[src/rtl/fu_result_arbiter_if.sv]
// Result-arbiter bus: two FU result inputs, ROB handshake/flush, and the
// registered broadcast bus toward the ROB and reservation stations.
`ifndef ROB_IDX_SIZE
`define ROB_IDX_SIZE 6
`endif

interface fu_result_arbiter_if #(
  parameter int GPR_W     = 64,
  parameter int ROB_IDX_W = `ROB_IDX_SIZE,
  parameter int CNT_W     = 16
);
  logic                 in_alu_valid;
  logic                 out_alu_ready;
  logic [GPR_W-1:0]     in_alu_value;
  logic [ROB_IDX_W-1:0] in_alu_rob_index;
  logic                 in_alu_set_nzcv;
  logic [3:0]           in_alu_nzcv;

  logic                 in_ls_valid;
  logic                 out_ls_ready;
  logic [GPR_W-1:0]     in_ls_value;
  logic [ROB_IDX_W-1:0] in_ls_rob_index;
  logic                 in_ls_set_nzcv;
  logic [3:0]           in_ls_nzcv;

  logic                 in_rob_ready;
  logic                 in_flush;

  logic                 out_bcast_done;
  logic [ROB_IDX_W-1:0] out_bcast_index;
  logic [GPR_W-1:0]     out_bcast_value;
  logic                 out_bcast_set_nzcv;
  logic [3:0]           out_bcast_nzcv;
  logic                 out_bcast_src;
  logic [CNT_W-1:0]     out_conflict_cnt;

  modport master (
    output in_alu_valid, in_alu_value, in_alu_rob_index, in_alu_set_nzcv, in_alu_nzcv,
    output in_ls_valid, in_ls_value, in_ls_rob_index, in_ls_set_nzcv, in_ls_nzcv,
    output in_rob_ready, in_flush,
    input  out_alu_ready, out_ls_ready,
    input  out_bcast_done, out_bcast_index, out_bcast_value, out_bcast_set_nzcv,
    input  out_bcast_nzcv, out_bcast_src, out_conflict_cnt
  );

  modport slave (
    input  in_alu_valid, in_alu_value, in_alu_rob_index, in_alu_set_nzcv, in_alu_nzcv,
    input  in_ls_valid, in_ls_value, in_ls_rob_index, in_ls_set_nzcv, in_ls_nzcv,
    input  in_rob_ready, in_flush,
    output out_alu_ready, out_ls_ready,
    output out_bcast_done, out_bcast_index, out_bcast_value, out_bcast_set_nzcv,
    output out_bcast_nzcv, out_bcast_src, out_conflict_cnt
  );
endinterface

[src/rtl/fu_result_arbiter.sv]
// Round-robin arbiter sharing the ROB broadcast bus between the ALU and LS
// result FIFOs; registered broadcast, flush support, saturating conflict count.
`ifndef ROB_IDX_SIZE
`define ROB_IDX_SIZE 6
`endif

module fu_result_fifo #(
  parameter int W     = 8,
  parameter int DEPTH = 2
) (
  input  logic         in_clk,
  input  logic         in_rst_n,
  input  logic         in_flush,
  input  logic         in_push,
  input  logic         in_pop,
  input  logic [W-1:0] in_data,
  output logic [W-1:0] out_head,
  output logic         out_ready,
  output logic         out_nempty
);
  localparam int PW = $clog2(DEPTH);

  logic [DEPTH-1:0][W-1:0] mem;
  logic [PW-1:0]           rd_ptr, wr_ptr;
  logic [PW:0]             count;
  logic                    do_push, do_pop;

  // Ready comes from the registered count only: a full FIFO refuses a push
  // even if it pops on the same edge.
  assign out_ready  = count < (PW+1)'(DEPTH);
  assign out_nempty = count != '0;
  assign do_push    = in_push & out_ready & ~in_flush;
  assign do_pop     = in_pop & out_nempty & ~in_flush;
  assign out_head   = mem[rd_ptr];

  always_ff @(posedge in_clk or negedge in_rst_n) begin
    if (!in_rst_n) begin
      rd_ptr <= '0;
      wr_ptr <= '0;
      count  <= '0;
    end else if (in_flush) begin
      rd_ptr <= '0;
      wr_ptr <= '0;
      count  <= '0;
    end else begin
      if (do_push) wr_ptr <= wr_ptr + 1'b1;
      if (do_pop)  rd_ptr <= rd_ptr + 1'b1;
      count <= count + (PW+1)'(do_push) - (PW+1)'(do_pop);
    end
  end

  always_ff @(posedge in_clk) begin
    if (do_push) mem[wr_ptr] <= in_data;
  end
endmodule

module fu_result_arbiter #(
  parameter int GPR_W      = 64,
  parameter int ROB_IDX_W  = `ROB_IDX_SIZE,
  parameter int FIFO_DEPTH = 2,
  parameter int CNT_W      = 16
) (
  input logic               in_clk,
  input logic               in_rst_n,
  fu_result_arbiter_if.slave bus
);
  localparam int NUM_FU = 2;
  localparam int ENT_W  = GPR_W + ROB_IDX_W + 5;

  logic [NUM_FU-1:0][ENT_W-1:0] wdata, head;
  logic [NUM_FU-1:0]            push, pop, ready, nempty;
  logic                         eligible, both, gnt, last_grant;
  logic [ENT_W-1:0]             sel;

  logic                 bc_done, bc_set, bc_src;
  logic [ROB_IDX_W-1:0] bc_index;
  logic [GPR_W-1:0]     bc_value;
  logic [3:0]           bc_nzcv;
  logic [CNT_W-1:0]     conflict_cnt;

  // Lane 0 = ALU, lane 1 = LS; the lane number doubles as out_bcast_src.
  assign wdata[0] = {bus.in_alu_value, bus.in_alu_rob_index, bus.in_alu_set_nzcv, bus.in_alu_nzcv};
  assign wdata[1] = {bus.in_ls_value, bus.in_ls_rob_index, bus.in_ls_set_nzcv, bus.in_ls_nzcv};
  assign push     = {bus.in_ls_valid, bus.in_alu_valid};

  for (genvar i = 0; i < NUM_FU; i++) begin : g_fifo
    fu_result_fifo #(.W(ENT_W), .DEPTH(FIFO_DEPTH)) u_fifo (
      .in_clk    (in_clk),
      .in_rst_n  (in_rst_n),
      .in_flush  (bus.in_flush),
      .in_push   (push[i]),
      .in_pop    (pop[i]),
      .in_data   (wdata[i]),
      .out_head  (head[i]),
      .out_ready (ready[i]),
      .out_nempty(nempty[i])
    );
  end

  assign both     = &nempty;
  assign eligible = bus.in_rob_ready & ~bus.in_flush & (|nempty);
  assign gnt      = both ? ~last_grant : nempty[1];
  assign sel      = head[gnt];

  always_comb begin
    pop = '0;
    if (eligible) pop[gnt] = 1'b1;
  end

  always_ff @(posedge in_clk or negedge in_rst_n) begin
    if (!in_rst_n) begin
      bc_done      <= 1'b0;
      bc_index     <= '0;
      bc_value     <= '0;
      bc_set       <= 1'b0;
      bc_nzcv      <= '0;
      bc_src       <= 1'b0;
      last_grant   <= 1'b1;
      conflict_cnt <= '0;
    end else begin
      bc_done <= eligible;
      if (eligible) begin
        {bc_value, bc_index, bc_set, bc_nzcv} <= sel;
        bc_src <= gnt;
      end
      // Round-robin pointer only moves when there was a real contest.
      if (eligible && both) begin
        last_grant <= gnt;
        if (~&conflict_cnt) conflict_cnt <= conflict_cnt + 1'b1;
      end
    end
  end

  assign bus.out_alu_ready      = ready[0];
  assign bus.out_ls_ready       = ready[1];
  assign bus.out_bcast_done     = bc_done;
  assign bus.out_bcast_index    = bc_index;
  assign bus.out_bcast_value    = bc_value;
  assign bus.out_bcast_set_nzcv = bc_set;
  assign bus.out_bcast_nzcv     = bc_nzcv;
  assign bus.out_bcast_src      = bc_src;
  assign bus.out_conflict_cnt   = conflict_cnt;
endmodule
[src/flat_wrapper.sv]
// flat-port wrapper written by rule: the top's interface ports become plain ports
module fu_result_arbiter_flat 
#(
  parameter int GPR_W      = 64,
  parameter int ROB_IDX_W  = `ROB_IDX_SIZE,
  parameter int FIFO_DEPTH = 2,
  parameter int CNT_W      = 16
)
  (in_clk, in_rst_n, bus_in_alu_valid, bus_in_alu_value, bus_in_alu_rob_index, bus_in_alu_set_nzcv, bus_in_alu_nzcv, bus_in_ls_valid, bus_in_ls_value, bus_in_ls_rob_index, bus_in_ls_set_nzcv, bus_in_ls_nzcv, bus_in_rob_ready, bus_in_flush, bus_out_alu_ready, bus_out_ls_ready, bus_out_bcast_done, bus_out_bcast_index, bus_out_bcast_value, bus_out_bcast_set_nzcv, bus_out_bcast_nzcv, bus_out_bcast_src, bus_out_conflict_cnt);
  fu_result_arbiter_if #(.GPR_W(GPR_W), .ROB_IDX_W(ROB_IDX_W), .CNT_W(CNT_W)) bus_i ();
  input logic in_clk;
  input logic in_rst_n;
  input wire logic [$bits(bus_i.in_alu_valid)-1:0] bus_in_alu_valid;
  input wire logic [$bits(bus_i.in_alu_value)-1:0] bus_in_alu_value;
  input wire logic [$bits(bus_i.in_alu_rob_index)-1:0] bus_in_alu_rob_index;
  input wire logic [$bits(bus_i.in_alu_set_nzcv)-1:0] bus_in_alu_set_nzcv;
  input wire logic [$bits(bus_i.in_alu_nzcv)-1:0] bus_in_alu_nzcv;
  input wire logic [$bits(bus_i.in_ls_valid)-1:0] bus_in_ls_valid;
  input wire logic [$bits(bus_i.in_ls_value)-1:0] bus_in_ls_value;
  input wire logic [$bits(bus_i.in_ls_rob_index)-1:0] bus_in_ls_rob_index;
  input wire logic [$bits(bus_i.in_ls_set_nzcv)-1:0] bus_in_ls_set_nzcv;
  input wire logic [$bits(bus_i.in_ls_nzcv)-1:0] bus_in_ls_nzcv;
  input wire logic [$bits(bus_i.in_rob_ready)-1:0] bus_in_rob_ready;
  input wire logic [$bits(bus_i.in_flush)-1:0] bus_in_flush;
  output wire logic [$bits(bus_i.out_alu_ready)-1:0] bus_out_alu_ready;
  output wire logic [$bits(bus_i.out_ls_ready)-1:0] bus_out_ls_ready;
  output wire logic [$bits(bus_i.out_bcast_done)-1:0] bus_out_bcast_done;
  output wire logic [$bits(bus_i.out_bcast_index)-1:0] bus_out_bcast_index;
  output wire logic [$bits(bus_i.out_bcast_value)-1:0] bus_out_bcast_value;
  output wire logic [$bits(bus_i.out_bcast_set_nzcv)-1:0] bus_out_bcast_set_nzcv;
  output wire logic [$bits(bus_i.out_bcast_nzcv)-1:0] bus_out_bcast_nzcv;
  output wire logic [$bits(bus_i.out_bcast_src)-1:0] bus_out_bcast_src;
  output wire logic [$bits(bus_i.out_conflict_cnt)-1:0] bus_out_conflict_cnt;
  assign bus_i.in_alu_valid = bus_in_alu_valid;
  assign bus_i.in_alu_value = bus_in_alu_value;
  assign bus_i.in_alu_rob_index = bus_in_alu_rob_index;
  assign bus_i.in_alu_set_nzcv = bus_in_alu_set_nzcv;
  assign bus_i.in_alu_nzcv = bus_in_alu_nzcv;
  assign bus_i.in_ls_valid = bus_in_ls_valid;
  assign bus_i.in_ls_value = bus_in_ls_value;
  assign bus_i.in_ls_rob_index = bus_in_ls_rob_index;
  assign bus_i.in_ls_set_nzcv = bus_in_ls_set_nzcv;
  assign bus_i.in_ls_nzcv = bus_in_ls_nzcv;
  assign bus_i.in_rob_ready = bus_in_rob_ready;
  assign bus_i.in_flush = bus_in_flush;
  assign bus_out_alu_ready = bus_i.out_alu_ready;
  assign bus_out_ls_ready = bus_i.out_ls_ready;
  assign bus_out_bcast_done = bus_i.out_bcast_done;
  assign bus_out_bcast_index = bus_i.out_bcast_index;
  assign bus_out_bcast_value = bus_i.out_bcast_value;
  assign bus_out_bcast_set_nzcv = bus_i.out_bcast_set_nzcv;
  assign bus_out_bcast_nzcv = bus_i.out_bcast_nzcv;
  assign bus_out_bcast_src = bus_i.out_bcast_src;
  assign bus_out_conflict_cnt = bus_i.out_conflict_cnt;
  fu_result_arbiter #(.GPR_W(GPR_W), .ROB_IDX_W(ROB_IDX_W), .FIFO_DEPTH(FIFO_DEPTH), .CNT_W(CNT_W)) u_core (.in_clk(in_clk), .in_rst_n(in_rst_n), .bus(bus_i));
endmodule
[config.mk]
export PLATFORM = sky130hd
export DESIGN_NAME = fu_result_arbiter_flat
export DESIGN_NICKNAME = d
export VERILOG_FILES = /design/src/rtl/fu_result_arbiter_if.sv /design/src/rtl/fu_result_arbiter.sv /design/src/flat_wrapper.sv
export SDC_FILE = /design/constraint.sdc
export NUM_CORES = 1
export LEC_CHECK = 0
export ABC_AREA = 1
export CELL_PAD_IN_SITES_DETAIL_PLACEMENT = 1
export CELL_PAD_IN_SITES_GLOBAL_PLACEMENT = 1
export CORE_MARGIN = 1.5
export CORE_UTILIZATION = 42
export CTS_CLUSTER_DIAMETER = 30
export DETAILED_ROUTE_END_ITERATION = 16
export PLACE_DENSITY = 0.88
export SLEW_MARGIN = 20
export SYNTH_ARGS = -nofsm -noshare
export SYNTH_HDL_FRONTEND = slang
export SYNTH_HIERARCHICAL = 1
export SYNTH_SLANG_ARGS = --single-unit
[constraint.sdc]
create_clock -name in_clk -period 6 [get_ports in_clk]
set_clock_uncertainty 0.15 [all_clocks]
set_input_delay 0.9 -clock in_clk [delete_from_list [all_inputs] [get_ports in_clk]]
set_output_delay 0.9 -clock in_clk [all_outputs]
set_load 0.01 [all_outputs]
After elaboration in Yosys (flattened, before gate mapping) --
Index checks and enable logic that the tools add are counted.
Word-level totals: bits in registers 402, input bits 156, output and inout bits 95, logic and storage cells 90
Operators by class: add/sub/neg operators 9, magnitude comparators 10, multiplexer cells 26, bitwise gates (word level) 13, reduce and logical (&&, ||, !) cells 14
Operators by type and width (number):
- two-way mux 75 bit | 8
- bitwise mux 150 bit | 2
- demux 75 bit (select 1 bit) | 2
- adder 16 x 1 -> 16 bit, second input constant | 1
- AND reduction 16 bit | 1
- nonzero test 2 bit | 6
- bitwise AND 1 bit | 10
- < comparator 1 x 2 -> 1 bit, second input constant | 5
- two-way mux 1 bit | 10
- two-way mux 2 bit | 3
- adder 1 bit, second input constant | 4
- adder 2 x 1 -> 2 bit | 2
- logical AND 1 bit | 4
- < comparator 2 bit, second input constant | 2
- AND reduction 2 bit | 2
- subtractor 2 x 1 -> 2 bit | 2
- greater-or-equal comparator 1 bit, second input constant | 3
- NOT 1 bit | 3
- OR reduction 2 bit | 1
- demux 1 bit (select 1 bit) | 1

Depth between registers and ports, before layout --
Gate-level depths: netlist of run 1.
depth after elaboration 12, mapped depth 15, gate-level depth less buffers 14

Hierarchy --
The synthesis of run 1 kept the hierarchy.
By module, submodules not included:
- fu_result_fifo | instances 2, cells each 425, area an instance 5713.0 um2, sequential area each 4604.4 um2
- fu_result_arbiter | instances 1, cells each 562, area an instance 4366.7 um2, sequential area each 2353.5 um2

Least setup slack after synthesis of run 1 --
OpenSTA, ideal clock, no wires.
kind in2reg, start in bus_in_flush, end reg u_core/g_fifo[0].u_fifo/mem[0] (netlist name), enable pin, setup time 509 ps, arrival time 4285 ps, data required time 5341 ps, setup slack 1056 ps, cell stages on the path 3, buffers on the path 0, cell sequence inv_1 > nand3_1 > nor2_1
On the way: longest elaborated chain between the ends 2
Ends and longest elaborated chain:
- from (decl) | line flat_wrapper.sv:24 | input wire logic [$bits(bus_i.in_flush)-1:0] bus_in_flush;
- NOT 1 bit | line fu_result_arbiter.sv:32 | assign do_push = in_push & out_ready & ~in_flush;
- bitwise AND 1 bit | line fu_result_arbiter.sv:32
- to (signal, indexed assignment) | line fu_result_arbiter.sv:53 | if (do_push) mem[wr_ptr] <= in_data;
- to (decl) | line fu_result_arbiter.sv:23 | logic [DEPTH-1:0][W-1:0] mem;
No other way between the ends. A chain may end at the register's enable or synchronous reset.

Worst setup path in the final report of run 1 --
start in bus_in_flush, end reg u_core.g_fifo[0].u_fifo.count[1]
On the way: longest elaborated chain between the ends 8, elaborated cells between the ends (all ways) 10, those cells by class 2 x add/sub; 2 x mux; 6 x bitwise
Ends and longest elaborated chain:
- NOT 1 bit | line fu_result_arbiter.sv:101 | assign eligible = bus.in_rob_ready & ~bus.in_flush & (|nempty);
- bitwise AND 1 bit (2 in a row) | line fu_result_arbiter.sv:101
- net u_core.eligible | line fu_result_arbiter.sv:72 | logic eligible, both, gnt, last_grant;
- two-way mux 2 bit | line fu_result_arbiter.sv:107 | if (eligible) pop[gnt] = 1'b1;
- bitwise AND 1 bit (2 in a row) | line fu_result_arbiter.sv:33 | assign do_pop = in_pop & out_nempty & ~in_flush;
- subtractor 2 x 1 -> 2 bit | line fu_result_arbiter.sv:48 | count <= count + (PW+1)'(do_push) - (PW+1)'(do_pop);
- two-way mux 2 bit | line fu_result_arbiter.sv:41 | end else if (in_flush) begin
- to (signal assigned) | line fu_result_arbiter.sv:48
- to (decl) | line fu_result_arbiter.sv:25 | logic [PW:0] count;
The timed path passes the listed nets, and every way through them passes these cells.

==> impl_metrics.ini, run 1 <==
[outcome]
status = finished, final reports clean

[clock_tree]
clock_sink_count = 402
cts_tree = yes
clock-root-buffer = clkbuf_16
numCtsBuffers = 89
cts_htree_levels = 3
cts_hold_buf = 0
clkLatencyLatePin_ns = 0.61
clockBufferDepth = 3
cts.clk_slew.worst_paths_ns = 0.05
cts_setup_buffers = 0
cts_resized = 0

[cells_and_area]
drive_above_1_share_pct = 10.29
final_common_cell = nand2_1
register_area_mm2 = 0.01157
layout_common_cells = nand2_1, edfxtp_1, clkdlybuf4s50_1, dfrtp_1, clkbuf_16
layout.nets = 1865
syn_to_final_growth_pct = 38.27
fill_cells = 3764
multiInputGateArea_mm2 = 0.003765

[synthesis]
synth_area_mm2 = 0.01579
synth_warnings = 6
synth_nets = 1573
yosysSeqAreaShare_pct = 73.21
netlist_instances = 1412
ys_seq_elements = 402
synth_cell_type_count = 28
avgSynthCellArea_um2 = 11.18

[drt]
routed_wl_mm = 49.37
drc = 0
drt-initial-drc-count = 636
wl_per_cell_um = 21.91
drt-pass1-iter-count = 4
vias_per_cell = 5.165
vias = 11640
postRouteAntennaNets = 0

[worst_setup_path]
setup.worst_path.start_class = primary input
endpoint_kind = register
worst_path_most_repeated_cell = nand2_1
arrival_ns = 3.91
path_cells = clkdlybuf4s50_1, inv_1, nand2_1, nor2_2, clkinv_2, nor2_4, buf_4, nand2_1, nor2_1, ha_1, inv_1, ha_1, nand3_1, nand2_1, nor2_1
regToRegSetupSlack_ns = 2.74
crit-reg2reg-launch = u_core/g_fifo[0].u_fifo/count[1]
critPathMaxStageDelay_ns = 0.74
path_max_fanout = 77
path_delay_family = buffers and inverters
critPathKind = primary input to register
cp_slowest_cell = buf_4
timing.critical_path.from = bus_in_flush
required_ns = 6.33
critical_path_buf_inv_count = 5

[die]
coreArea_mm2 = 0.03679
num_rows = 70
die_x_um = 196.9
start_util_pct = 42.93
dieArea_mm2 = 0.03877
fp.dieH_um = 196.9
io_pins = 251

[global_route]
grt_pass1_wl_mm = 75.40
antenna_found_initial = 8
grt_max_degree = 78
grt_pass1_vias = 13080
grt_overflow = 0
grt_use_total_pct = 25.96

[timing]
clock.fmax_mhz = 279.4
relSlewSlack_pct = 29.09
timing.setup.tns_ns = 0
hold_viol_final = 0
rsz0062_at_grt = no
finalSetupViolCount = 0
worst_slew_pin_slew_ns = 1.064
period_minus_slack_ns = 3.579
drv_slew = 0
fin_crit_sh_pct = 59.65
whs_ns = 0.3188

[placed_design]
globalplace.congestion = 0.7948
dp_hpwl_mm = 27.43
portBuffers = 250

[flow_run]
max_cap_viol_count = 0

[power_and_ir_drop]
cellLeakagePower_nw = 8.916
p_per_area_mw_per_mm2 = 451.5
peakVddDrop_uv = 321.9

[worst_hold_path]
hold_path_class = primary input to asynchronous set/reset pin
## layer usage
layer  share of wire [%]  GRT usage [%]  wire (um)
met4                 3.4          12.16       1656
met3                 5.5          5.749       2739
met5               0.055              0         27
met2                  53          46.45      26150
met1                  38          29.48      18790
## cell families (layout without fill, tap and decap cells)
kind of cell,count (synthesis),in the layout,share of synthesized area [%]
adders and majority gates,5,5,0.3961
DFF,402,402,73.21
buffers and inverters,89,456,3.169
AOI/OAI and AO/OA,10,10,0.3882
and+or+nand+nor,898,898,22.39
xor gates and xnor gates,8,8,0.4437
other,0,6,0
## sequential cells by signal, summed over array words and instances, names as in the netlist
name / cells
u_core/g_fifo.u_fifo/mem: 300
u_core/bus.out_conflict_cnt: 16
u_core/bus.out_bcast_done: 1
u_core/bus.out_bcast_value: 64
u_core/bus.out_bcast_index: 6
u_core/last_grant: 1
u_core/g_fifo.u_fifo/count: 4
u_core/bus.out_bcast_nzcv: 4
u_core/bus.out_bcast_set_nzcv: 1
u_core/bus.out_bcast_src: 1
u_core/g_fifo.u_fifo/wr_ptr: 2
u_core/g_fifo.u_fifo/rd_ptr: 2
## worst paths after layout
kind,to,cells past startpoint
max,u_core/g_fifo[0].u_fifo/count[1],15
min,u_core/bus.out_conflict_cnt[0],1
max reg2reg,u_core/g_fifo[0].u_fifo/count[1],15
min reg2reg,u_core/bus.out_bcast_src,2
max in group asynchronous,u_core/g_fifo[1].u_fifo/rd_ptr,2
min in group in_clk,u_core/bus.out_bcast_src,2
## synth_stat cells, drive strengths merged
| library cell | n | area [um^2] |
|---|---|---|
| edfxtp | 300 | 9009 |
| nand2 | 767 | 2889 |
| nor3 | 2 | 10.01 |
| nand4 | 9 | 56.30 |
| nor2 | 30 | 125.1 |
| xor2 | 1 | 8.760 |
| dfrtp | 101 | 2527 |
| o21ai | 7 | 46.30 |
| clkinv | 1 | 5.000 |
| ha | 5 | 62.56 |
| nand3 | 90 | 455.4 |
| xnor2 | 7 | 61.31 |
| a21oi | 3 | 15.01 |
| buf | 52 | 357.9 |
| clkbuf | 8 | 30.03 |
| dfstp | 1 | 26.28 |
| inv | 28 | 107.6 |
## cell type report
| class | count | area share [%] |
|---|---|---|
| clock inverter | 64 | 3.816 |
| sequential | 402 | 52.99 |
| clock buffer | 102 | 10.66 |
| inverter | 29 | 0.5558 |
| multi-input combinational | 921 | 17.24 |
| tap | 468 | 2.682 |
| antenna | 6 | 0.06876 |
| timing repair buffer | 261 | 11.99 |
## stage by stage
step           std cells  power [mW]  util [%]  instance area, um^2  setup slack [ns]
2_1_floorplan       1412       3.949         -                15790             1.056
3_3_place_gp        2080       4.656     50.63                18630             2.159
3_5_place_dp        2080       4.727     50.64                18630             2.051
4_1_cts             2246       9.950     59.23                21790             2.443
5_1_grt             2252       10.17     59.35                21830             2.186
6_report            2253       9.859     59.36                21840             2.421
## where the power goes
group / internal (mW) / leakage [nW] / switching [mW]
Clock: 3.52 / 1.52 / 1.62
Sequential: 3.33 / 4.05 / 0.207
Combinational: 0.612 / 3.34 / 0.583
Total: 7.45 / 8.92 / 2.41
Note: power is estimated with default switching activity, not from simulation.
==> run 2, diff against run 1 <==
==> constraint.sdc (replaced) <==
create_clock -name in_clk -period 3.5 [get_ports in_clk]
set_clock_uncertainty 0.15 [all_clocks]
set_input_delay 0.525 -clock in_clk [delete_from_list [all_inputs] [get_ports in_clk]]
set_output_delay 0.525 -clock in_clk [all_outputs]
set_load 0.01 [all_outputs]
==> run 2 against run 1 <==
Effect of this change: sequential cell count did not move; die area did not move; combinational power rose by 71%; sequential power rose by 72%; power rose by 69%; largest cell class unchanged; global-route usage rose by 0.72 points; register-to-register slack got worse by 1.9 ns; critical path depth fell by 7; setup slack got worse by 1.6 ns.
==> impl_metrics.ini, run 2 (synthesis gave the netlist of run 1 again) <==
[die]
dieArea_mm2 = 0.03877
io_pins = 251
start_util_pct = 42.93
die_x_um = 196.9
num_rows = 70
fp.dieH_um = 196.9
coreArea_mm2 = 0.03679

[timing]
layout_setup_ws_ns = 0.8698
rsz0062_at_grt = no
finalSetupViolCount = 0
period_minus_slack_ns = 2.630
clock.fmax_mhz = 380.2
fin_crit_sh_pct = 75.15
drv_slew = 0
timing.setup.tns_ns = 0
hold_viol_final = 0
worst_slew_pin_slew_ns = 1.062
relSlewSlack_pct = 29.18

[clock_tree]
clockBufferDepth = 3
clock_sink_count = 402
cts.clk_slew.worst_paths_ns = 0.05
clkLatencyLatePin_ns = 0.61
cts_tree = yes
numCtsBuffers = 87
cts_htree_levels = 3
cts_setup_buffers = 0
clock-root-buffer = clkbuf_16

[worst_setup_path]
arrival_ns = 2.99
critical_path_buf_inv_count = 3
path_max_fanout = 76
required_ns = 3.86
setup.worst_path.start_class = register
endpoint_kind = register
cp_slowest_cell = buf_4
path_cells = inv_1, nand2_1, a21oi_1, nand2_1, clkinv_2, buf_4, nand2_1, nand3_1
path_delay_family = buffers and inverters
critPathMaxStageDelay_ns = 0.76
critPathKind = register to register
worst_path_most_repeated_cell = nand2_1

[cells_and_area]
instances_no_fill = 2255
fill_cells = 3724
drive_above_1_share_pct = 10.56
largest_register_ffs = 300
syn_to_final_growth_pct = 38.46
largest_register = u_core/g_fifo.u_fifo/mem
multiInputGateArea_mm2 = 0.003765
final_common_cell = nand2_1
register_area_mm2 = 0.01157
layout_common_cells = nand2_1, edfxtp_1, clkdlybuf4s50_1, dfrtp_1, clkbuf_16
layout.nets = 1868

[placed_design]
dp_hpwl_mm = 27.48
placed_cells = 2085
globalplace.congestion = 0.7726
portBuffers = 250
place_ws_ns = 0.5314

[global_route]
antenna_found_initial = 7
grt_use_total_pct = 26.67
grt_overflow = 0
grt_pass1_wl_mm = 77.60
grt_pass1_vias = 13830
grt_max_degree = 77

[drt]
drt-pass1-iter-count = 7
vias_per_cell = 5.268
routed_wl_mm = 50.42
vias = 11880
drt-initial-drc-count = 546
wl_per_cell_um = 22.36
postRouteAntennaNets = 0
drc = 0

[outcome]
status = finished, final reports clean

[worst_hold_path]
hold_path_class = primary input to asynchronous set/reset pin

[power_and_ir_drop]
p_per_area_mw_per_mm2 = 762.4
cellLeakagePower_nw = 8.933
peakVddDrop_uv = 684.2

[flow_run]
max_cap_viol_count = 0
[run 2: cell types whose count changed in the layout (fill, tap and decap cells not counted), sizes merged]
cell         delta
dlygate4sd3     +1
clkinv          -5
bufinv          -7
inv             +5
clkinvlp        -3
clkbuf          +7
buf             +4
[run 2: timing repair]
item | 4_1_cts | 5_1_grt
hold endpoints to repair | 40 | 0
resized for setup | 0 | 0
hold buffers | 1 | 0
[run 2: final cells by class]
cell class	count	area share, %
clock inverters	54	3.164
clock buffers	109	11.08
diodes	6	0.06867
multi-input cells	921	17.22
flip-flops and latches	402	52.91
repair buffers	266	12.34
inverters	29	0.5379
well taps	468	2.678
[run 2: power breakdown]
group / switching (mW) / total (mW) / internal (mW)
Clock: 2.83 / 8.55 / 5.72
Combinational: 1.00 / 2.05 / 1.05
Sequential: 0.369 / 6.07 / 5.70
Total: 4.20 / 16.7 / 12.5
[run 2: per-layer routing]
| metal | vias to the layer above | routed length [um] | global-route usage [%] |
|---|---|---|---|
| met3 | 139 | 3165 | 6.999 |
| met4 | 2 | 1821 | 12.75 |
| met1 | 6036 | 18300 | 28.58 |
| met5 | - | 12 | 0 |
| met2 | 424 | 27120 | 48.72 |
| li1 | 5279 | - | - |
[run 2: path summary, 6_finish.rpt]
check                                                 start                             end  slack (ns)  cells after the start
min                                                in_rst_n  u_core/bus.out_conflict_cnt[6]        0.35                      2
min in group in_clk                      bus_in_ls_set_nzcv  u_core/g_fifo[1].u_fifo/mem[4]        0.35                      1
max                        u_core/g_fifo[0].u_fifo/count[1]  u_core/bus.out_bcast_value[17]        0.87                      8
max in group asynchronous                          in_rst_n  u_core/bus.out_bcast_value[43]        2.00                      3
max reg2reg                u_core/g_fifo[0].u_fifo/count[1]  u_core/bus.out_bcast_value[17]        0.87                      8
min reg2reg                  u_core/bus.out_bcast_value[63]  u_core/bus.out_bcast_value[63]        0.35                      2
[run 2: metrics by stage]
stage	util, %	area (um^2)	hold slack, ns	total power, mW
2_1_floorplan	-	15800	0.07941	6.764
3_5_place_dp	50.90	18730	0.3377	8.119
5_1_grt	59.44	21860	0.3304	17.20
3_3_place_gp	50.90	18730	0.3212	7.992
6_report	59.44	21870	0.3456	16.67
4_1_cts	59.40	21850	0.3140	16.83
==> run 3, diff against run 2 <==
--- a/config.mk
+++ b/config.mk
@@ -9,10 +9,10 @@
 export CELL_PAD_IN_SITES_DETAIL_PLACEMENT = 1
 export CELL_PAD_IN_SITES_GLOBAL_PLACEMENT = 1
 export CORE_MARGIN = 1.5
-export CORE_UTILIZATION = 42
+export CORE_UTILIZATION = 38
 export CTS_CLUSTER_DIAMETER = 30
 export DETAILED_ROUTE_END_ITERATION = 16
-export PLACE_DENSITY = 0.88
+export PLACE_DENSITY = 0.85
 export SLEW_MARGIN = 20
 export SYNTH_ARGS = -nofsm -noshare
 export SYNTH_HDL_FRONTEND = slang
==> constraint.sdc (replaced) <==
create_clock -name in_clk -period 2.4 [get_ports in_clk]
set_clock_uncertainty 0.15 [all_clocks]
set_input_delay 0.36 -clock in_clk [delete_from_list [all_inputs] [get_ports in_clk]]
set_output_delay 0.36 -clock in_clk [all_outputs]
set_load 0.01 [all_outputs]
==> run 3 against run 2 <==
Effect of this change: power grew 44%; global-route usage shrank 3.3 points; maximum frequency grew 15%; sequential share of layout area shrank 0.51 points; largest cell class unchanged.
==> impl_metrics.ini, run 3 (synthesis gave the netlist of run 1 again) <==
[outcome]
status = finished, final reports clean

[drt]
drc = 0
vias_per_cell = 5.017
wl_per_cell_um = 20.94
routed_wl_mm = 48.99
drt-initial-drc-count = 739
drt-pass1-iter-count = 7
postRouteAntennaNets = 0
vias = 11740

[cells_and_area]
syn_to_final_growth_pct = 39.80
drive_above_1_share_pct = 10.94
layout_common_cells = nand2_1, edfxtp_1, clkdlybuf4s50_1, dfrtp_1, clkbuf_16
largest_register = u_core/g_fifo.u_fifo/mem
largest_register_ffs = 300
instances_no_fill = 2340
final_common_cell = nand2_1
layout.nets = 1883
fin_util_pct = 53.95

[die]
coreArea_mm2 = 0.04092
io_pins = 251
num_rows = 74
die_x_um = 206.9
start_util_pct = 38.59
fp.dieH_um = 206.9
dieArea_mm2 = 0.04279

[timing]
worst_slew_pin_slew_ns = 1.052
clock.fmax_mhz = 436.0
period_minus_slack_ns = 2.294
drv_slew = 0
relSlewSlack_pct = 29.84
fin_crit_sh_pct = 95.57
hold_viol_final = 0
timing.setup.tns_ns = 0
finalSetupViolCount = 0

[worst_setup_path]
critical_path_buf_inv_count = 3
arrival_ns = 2.62
path_max_fanout = 5
path_cells = inv_2, nand2_4, a21oi_1, buf_4, nor2_4, nand2_1, nor2_1, ha_1, inv_1, ha_1, nand3_1, nand2_1, nor2_1
required_ns = 2.72
setup.worst_path.start_class = register
path_delay_family = simple AND/OR/NAND/NOR gates
cp_slowest_cell = dfrtp_1
critPathMaxStageDelay_ns = 0.39
critPathKind = register to register
endpoint_kind = register

[power_and_ir_drop]
p_per_area_mw_per_mm2 = 1085
cellLeakagePower_nw = 8.969
peakVddDrop_uv = 822.1
power_mw = 23.96

[worst_hold_path]
hold_path_class = primary input to asynchronous set/reset pin

[clock_tree]
clock-root-buffer = clkbuf_16
clockBufferDepth = 3
clock_sink_count = 402
clkLatencyLatePin_ns = 0.60
cts.clk_slew.worst_paths_ns = 0.04
cts_htree_levels = 3
cts_tree = yes
numCtsBuffers = 90

[global_route]
antenna_found_initial = 6
grt_pass1_vias = 13220
grt_overflow = 0
grt_pass1_wl_mm = 74.66
grt_max_degree = 77
grt_use_total_pct = 23.33

[flow_run]
max_cap_viol_count = 0

[placed_design]
portBuffers = 250
placed_cells = 2159
globalplace.congestion = 0.8718
dp_hpwl_mm = 28.50
## run 3: final timing paths
kind	start	endpoint	slack, ns	cells after the start
min	in_rst_n	u_core/bus.out_conflict_cnt[1]	0.15	2
max reg2reg	u_core/g_fifo[0].u_fifo/count[1]	u_core/g_fifo[0].u_fifo/count[1]	0.11	13
min in group in_clk	bus_in_ls_value[2]	u_core/g_fifo[1].u_fifo/mem[13]	0.19	1
max	u_core/g_fifo[0].u_fifo/count[1]	u_core/g_fifo[0].u_fifo/count[1]	0.11	13
min reg2reg	u_core/bus.out_bcast_value[63]	u_core/bus.out_bcast_value[63]	0.34	2
max in group asynchronous	in_rst_n	u_core/bus.out_bcast_value[28]	1.32	3
## run 3: what timing repair did
action,CTS,global route
hold endpoints to repair,29,0
gates resized for setup,0,6
buffers inserted,0,2
setup endpoints to repair,0,4
hold buffers,1,0
## run 3: where the power goes
group          switching (mW)  internal (mW)
Clock                    4.03           8.07
Sequential              0.503           8.31
Combinational            1.46           1.58
## run 3: area by class of cell
| class | count | area (um^2) |
|---|---|---|
| fillers | 4244 | 18850 |
| flip-flops and latches | 402 | 11570 |
| multi-input cells | 921 | 3780 |
| repair buffers | 278 | 2888 |
| clock buffers | 111 | 2391 |
| well taps | 532 | 665.6 |
| clock inverters | 59 | 645.6 |
| inverters | 29 | 117.6 |
| diodes | 8 | 20.02 |
## run 3: stage by stage
| step | hold slack, ns | setup slack, ns | area, um^2 |
|---|---|---|---|
| 3_5_place_dp | 0.2288 | -0.1054 | 18980 |
| 2_1_floorplan | -0.08559 | 0.02181 | 15820 |
| 6_report | 0.1472 | 0.1063 | 22080 |
| 4_1_cts | 0.1308 | 0.01568 | 22030 |
| 5_1_grt | 0.1674 | -0.05016 | 22060 |
| 3_3_place_gp | 0.2203 | 0.1044 | 18980 |
## run 3: routing by layer
metal / global-route usage, % / up-vias / part of all wire, %
li1: - / 5311 / -
met1: 27.15 / 5907 / 40
met2: 40.77 / 399 / 51
met3: 5.243 / 121 / 5.6
met4: 11.02 / 2 / 3.4
met5: 0 / - / 0.027
